$ cat config.mk
export PLATFORM = sky130hd
export DESIGN_NAME = display_sequencer
export DESIGN_NICKNAME = d
export VERILOG_FILES = /design/src/rtl/display_sequencer.sv
export SDC_FILE = /design/constraint.sdc
export NUM_CORES = 1
export LEC_CHECK = 0
export BUFFER_PORTS_ARGS = -buffer_cell sky130_fd_sc_hd__buf_2
export CORE_ASPECT_RATIO = 0.9
export CORE_MARGIN = 2
export CORE_UTILIZATION = 46
export CTS_CLUSTER_SIZE = 25
export DETAILED_ROUTE_END_ITERATION = 12
export GPL_TIMING_DRIVEN = 0
export PLACE_DENSITY = 0.68
export SLEW_MARGIN = 20
export SYNTH_ARGS = -nofsm -noshare
export SYNTH_HDL_FRONTEND = slang
export SYNTH_SLANG_ARGS = --single-unit
$ cat constraint.sdc
create_clock -name clk -period 1.5 [get_ports clk]
set_input_delay 0.3 -clock clk [delete_from_list [all_inputs] [get_ports clk]]
set_output_delay 0.3 -clock clk [all_outputs]
set_load 0.01 [all_outputs]
$ cat src/rtl/display_sequencer.sv
// Display sequencer: alternates the display register between calculation results and a RAM scan.
// Optional continuous scanning is enabled by defining DISPLAY_SEQ_AUTO_WRAP_EN.
module display_sequencer #(
  parameter int unsigned DATADEPTH    = 16,
  parameter int unsigned ADDRWIDTH    = $clog2(DATADEPTH),
  parameter int unsigned DWELL_CYCLES = 4
) (
  input  logic                 clk,
  input  logic                 rst,
  input  logic                 cal_valid,
  input  logic                 scan_start,
  input  logic                 scan_stop,
  output logic                 cal_en,
  output logic                 read_en,
  output logic                 ram_rd_en,
  output logic [ADDRWIDTH-1:0] ram_addr,
  output logic                 busy,
  output logic                 scan_done
);

  localparam int unsigned CntW = (DWELL_CYCLES > 1) ? $clog2(DWELL_CYCLES) : 1;
  localparam logic [CntW-1:0]      CntInit  = CntW'(DWELL_CYCLES - 1);
  localparam logic [CntW-1:0]      CntOne   = CntW'(1);
  localparam logic [ADDRWIDTH-1:0] LastAddr = ADDRWIDTH'(DATADEPTH - 1);
  localparam logic [ADDRWIDTH-1:0] AddrOne  = ADDRWIDTH'(1);

  typedef enum logic [2:0] {
    StIdle,
    StCalShow,
    StRdAddr,
    StRdWait,
    StHold
  } state_e;

  state_e                state_q, state_d;
  logic [ADDRWIDTH-1:0]  addr_q, addr_d;
  logic [CntW-1:0]       cnt_q, cnt_d;
  logic                  done_d;
  logic                  cal_en_q, read_en_q, ram_rd_en_q, busy_q, scan_done_q;
  logic                  scanning;

  assign scanning = (state_q == StRdAddr) || (state_q == StRdWait) || (state_q == StHold);

  always_comb begin
    state_d = state_q;
    addr_d  = addr_q;
    cnt_d   = cnt_q;
    done_d  = 1'b0;
    if (cal_valid) begin
      // A new result always wins and discards any scan in progress.
      state_d = StCalShow;
      addr_d  = '0;
      cnt_d   = '0;
    end else if (scan_stop && scanning) begin
      state_d = StIdle;
      addr_d  = '0;
      cnt_d   = '0;
    end else begin
      unique case (state_q)
        StIdle: begin
          if (scan_start) begin
            state_d = StRdAddr;
            addr_d  = '0;
          end
        end
        StCalShow: state_d = StIdle;
        StRdAddr:  state_d = StRdWait;
        StRdWait: begin
          state_d = StHold;
          cnt_d   = CntInit;
        end
        StHold: begin
          if (cnt_q == '0) begin
            if (addr_q == LastAddr) begin
              done_d = 1'b1;
              addr_d = '0;
`ifdef DISPLAY_SEQ_AUTO_WRAP_EN
              state_d = StRdAddr;
`else
              state_d = StIdle;
`endif
            end else begin
              addr_d  = addr_q + AddrOne;
              state_d = StRdAddr;
            end
          end else begin
            cnt_d = cnt_q - CntOne;
          end
        end
        default: state_d = StIdle;
      endcase
    end
  end

  // Strobes are registered from the next state so they line up with the state they belong to.
  always_ff @(posedge clk) begin
    if (rst) begin
      state_q     <= StIdle;
      addr_q      <= '0;
      cnt_q       <= '0;
      cal_en_q    <= 1'b0;
      read_en_q   <= 1'b0;
      ram_rd_en_q <= 1'b0;
      busy_q      <= 1'b0;
      scan_done_q <= 1'b0;
    end else begin
      state_q     <= state_d;
      addr_q      <= addr_d;
      cnt_q       <= cnt_d;
      cal_en_q    <= (state_d == StCalShow);
      read_en_q   <= (state_d == StRdWait);
      ram_rd_en_q <= (state_d == StRdAddr);
      busy_q      <= (state_d != StIdle);
      scan_done_q <= done_d;
    end
  end

  assign cal_en    = cal_en_q;
  assign read_en   = read_en_q;
  assign ram_rd_en = ram_rd_en_q;
  assign ram_addr  = addr_q;
  assign busy      = busy_q;
  assign scan_done = scan_done_q;

  a_sel_exclusive: assert property (@(posedge clk) disable iff (rst) !(cal_en && read_en));
  a_read_after_rd: assert property (@(posedge clk) disable iff (rst) read_en |-> $past(ram_rd_en));
  a_addr_range:    assert property (@(posedge clk) disable iff (rst) ram_addr <= LastAddr);

endmodule

==> impl_results.md <==
- Crit path required time: 1.72 ns
- Number of library cell types mapped by synthesis: 33
- Setup_tns: -0.0120 ns
- Part of the cycle the worst path needs: 101%
- Die area: 0.00182 mm2
- Hold WC Path Type: in -> reg
- Layout area overhead: 34.5%
- Max Slew Vio Count: 0
- Register area share after synthesis: 40.9%
- Leakage power total: 0.388 nW
- Post-synthesis mux area share: 1.64%
- Post-Synthesis Net Count: 87
- Antenna Nets Post-Route: 0
- Worst-margin pin slew: 0.312 ns
- Routability congestion estimate: 0.783
- Final number of setup-violating endpoints: 1
- CP Launch Type: flip-flop
- Clock buffer count from CTS: 3
- CORE AREA: 0.00142 mm2
- Top-count cell post-synth: dfxtp_1
- Failing checks: negative setup slack
- Synth area leader: dfxtp_1
- Post-CTS Hold Buffers: 0
- Reg area: 290 um2
- Hpwl dp: 959 um
- GRT Overall Usage: 20.1%
- Synth Area in Simple Gates: 26.8%
- CTS H-tree depth: 1
- Compound-Gate Fraction of Synth Area: 19.7%
- Crit Path Category: reg -> reg
- Total grt overflow: 0
- Post-synthesis cell count: 79
- Vias/cell: 5.67
- CTS tree: done
- Drt first pass iters: 4
- CTS sink cnt: 14
- Die X-Extent: 44.7 um
- FMAX: 0.661 GHz
- Final WS setup: -0.0120 ns
- Worst Skew: 0.0108 ns
- Ys flop type: dfxtp_1
- Slew margin rel.: 79.2%
- Mean Syn Cell Area: 8.68 um2
- Antenna violations before repair: 0
- Seq cells post-synth: 14
- Async S/R FF share, synth: 0%
- Total of max-cap violations: 0
- Maximum buffer depth of the clock tree: 2
- PD cells: 815 mW/mm2
- Post-synthesis cell area: 686 um2
- Largest net degree at the start of global routing: 11
- # DRC: 0
- Worst skew pair latency: 0.29 ns
- Port buffer count: 13
- Worst Path Max Fanout: 3
- DR WL/cell: 13.6 um
- CP Capture Type: flip-flop
- Final wirelength: 1.59 mm
- First-pass GRT wire length: 2.51 mm
- I/O pins: 14
- Top cells by area, synth: dfxtp_1 (41%), ha_1 (5.5%), a21o_1 (3.3%)
- # rows: 13
- DR vias: 663
- Die Ht: 40.6 um
- Largest family of logic cells by synthesized area: simple AND/OR/NAND/NOR gates
- Synth top area share: 40.9%
- Final hold vios: 0
- Commonest cells post-synth: dfxtp_1 (14), nand2_1 (6), nor2_1 (6), inv_1 (4), o21ai_0 (4)
- Clock Pin Slew Worst Setup and Hold Paths: 0.09 ns
- XOR/XNOR Fraction of Synth Area: 1.28%
- Starting DRC count in detailed routing: 9
- Crit path arrival time: 1.73 ns
- Nets: 111
- CTS root buf: clkbuf_4
- Synth warn: 0
- Initial core utilization: 48.5%
- Hold slack: 0.274 ns
- VDD IR max: 0.513 mV
- Status: finished, violations left
- Number of global-route vias before repair: 581
- RSZ-0062 raised after global routing: yes
- Fin crit period: 1.51 ns
- Fillers: 120
- Post-synth EDFFs: 0
- Antenna Diode Count: 0
- Final core occ: 65.2%
- Multi-input logic area: 423 um2
- Adder and majority gate portion of the synthesized area: 5.47%
- Share of post-route cells with drive strength above 1: 42.2%
- FF-to-FF setup slack: -0.01 ns
-- cell type report --
class	count	share of cell area [%]
multi-input combinational	58	45.9
inverter	4	1.63
tap	15	2.04
sequential	14	31.5
timing repair buffer	21	13.6
buffer	1	1.49
clock buffer	4	3.93
-- through the flow --
step,std cells,cell area [um2],total power [mW],setup WS (ns)
floorplan,79,694,0.440,0.00675
global placement,107,778,0.463,-0.140
detailed placement,107,778,0.464,-0.139
CTS,114,878,0.746,0.00169
global route,117,922,0.774,-0.0584
finish,117,922,0.751,-0.0120
-- layout by cell type (no fill, tap or decap), types with 2 or more instances in the layout --
| cell | count |
|---|---|
| dfxtp_2 | 2 |
| a21oi_2 | 2 |
| clkbuf_8 | 2 |
| dfxtp_1 | 10 |
| or3_1 | 2 |
| o21ai_0 | 4 |
| o21a_1 | 2 |
| inv_2 | 2 |
| inv_1 | 2 |
| nand3_1 | 2 |
| buf_4 | 8 |
| a211o_1 | 2 |
| clkbuf_4 | 3 |
| nor3_1 | 3 |
| nor2_1 | 6 |
| and3_1 | 2 |
| nand2_1 | 5 |
| a21o_1 | 3 |
| buf_2 | 13 |
| nor2b_1 | 2 |
| dfxtp_4 | 2 |
| ha_1 | 2 |
| a31oi_1 | 2 |
-- where the power goes --
group	switching [mW]	total, mW	internal (mW)
sequential	0.00568	0.385	0.379
clock	0.131	0.279	0.148
combinational	0.0448	0.0872	0.0423
-- per-layer routing --
metal,GRT usage (%),vias to the layer above,routed length (um)
met3,3.96,4,68
met4,12.9,0,23
met2,34.1,18,824
met5,0,-,0
li1,-,328,-
met1,23.8,313,676
-- final timing paths --
check | cells after the start | end | startpoint
worst max register to register | 6 | ram_addr[0] | cnt_q[0]
worst min register to register | 2 | ram_addr[0] | ram_addr[0]
worst max-delay path | 6 | ram_addr[0] | cnt_q[0]
worst min-delay path | 2 | ram_rd_en | scan_stop
-- repair_timing --
action	in CTS	in global routing
setup buffers	4	4
gates cloned	0	0
setup endpoints to repair	7	10
pin swaps	6	6
resized for setup	12	7
-- cells by family after synthesis --
logic type,after synthesis
compound gates,20
xor+xnor,1
fa+ha+maj,3
buf+inv,7
flops,14
mux,1
simple gates,33
-- worst max-delay path: stages (launching register included) --
cell	delay, ns
dfxtp_2	0.34
inv_2	0.08
ha_4	0.14
nand2_2	0.06
a21o_1	0.21
or4_1	0.48
a21oi_2	0.12
-- state kept, by name, summed over array words and instances, names as in the netlist --
signal     flops
state_q        3
read_en        1
ram_addr       4
scan_done      1
cal_en         1
ram_rd_en      1
busy           1
cnt_q          2
(Power assumes the default switching activity.)
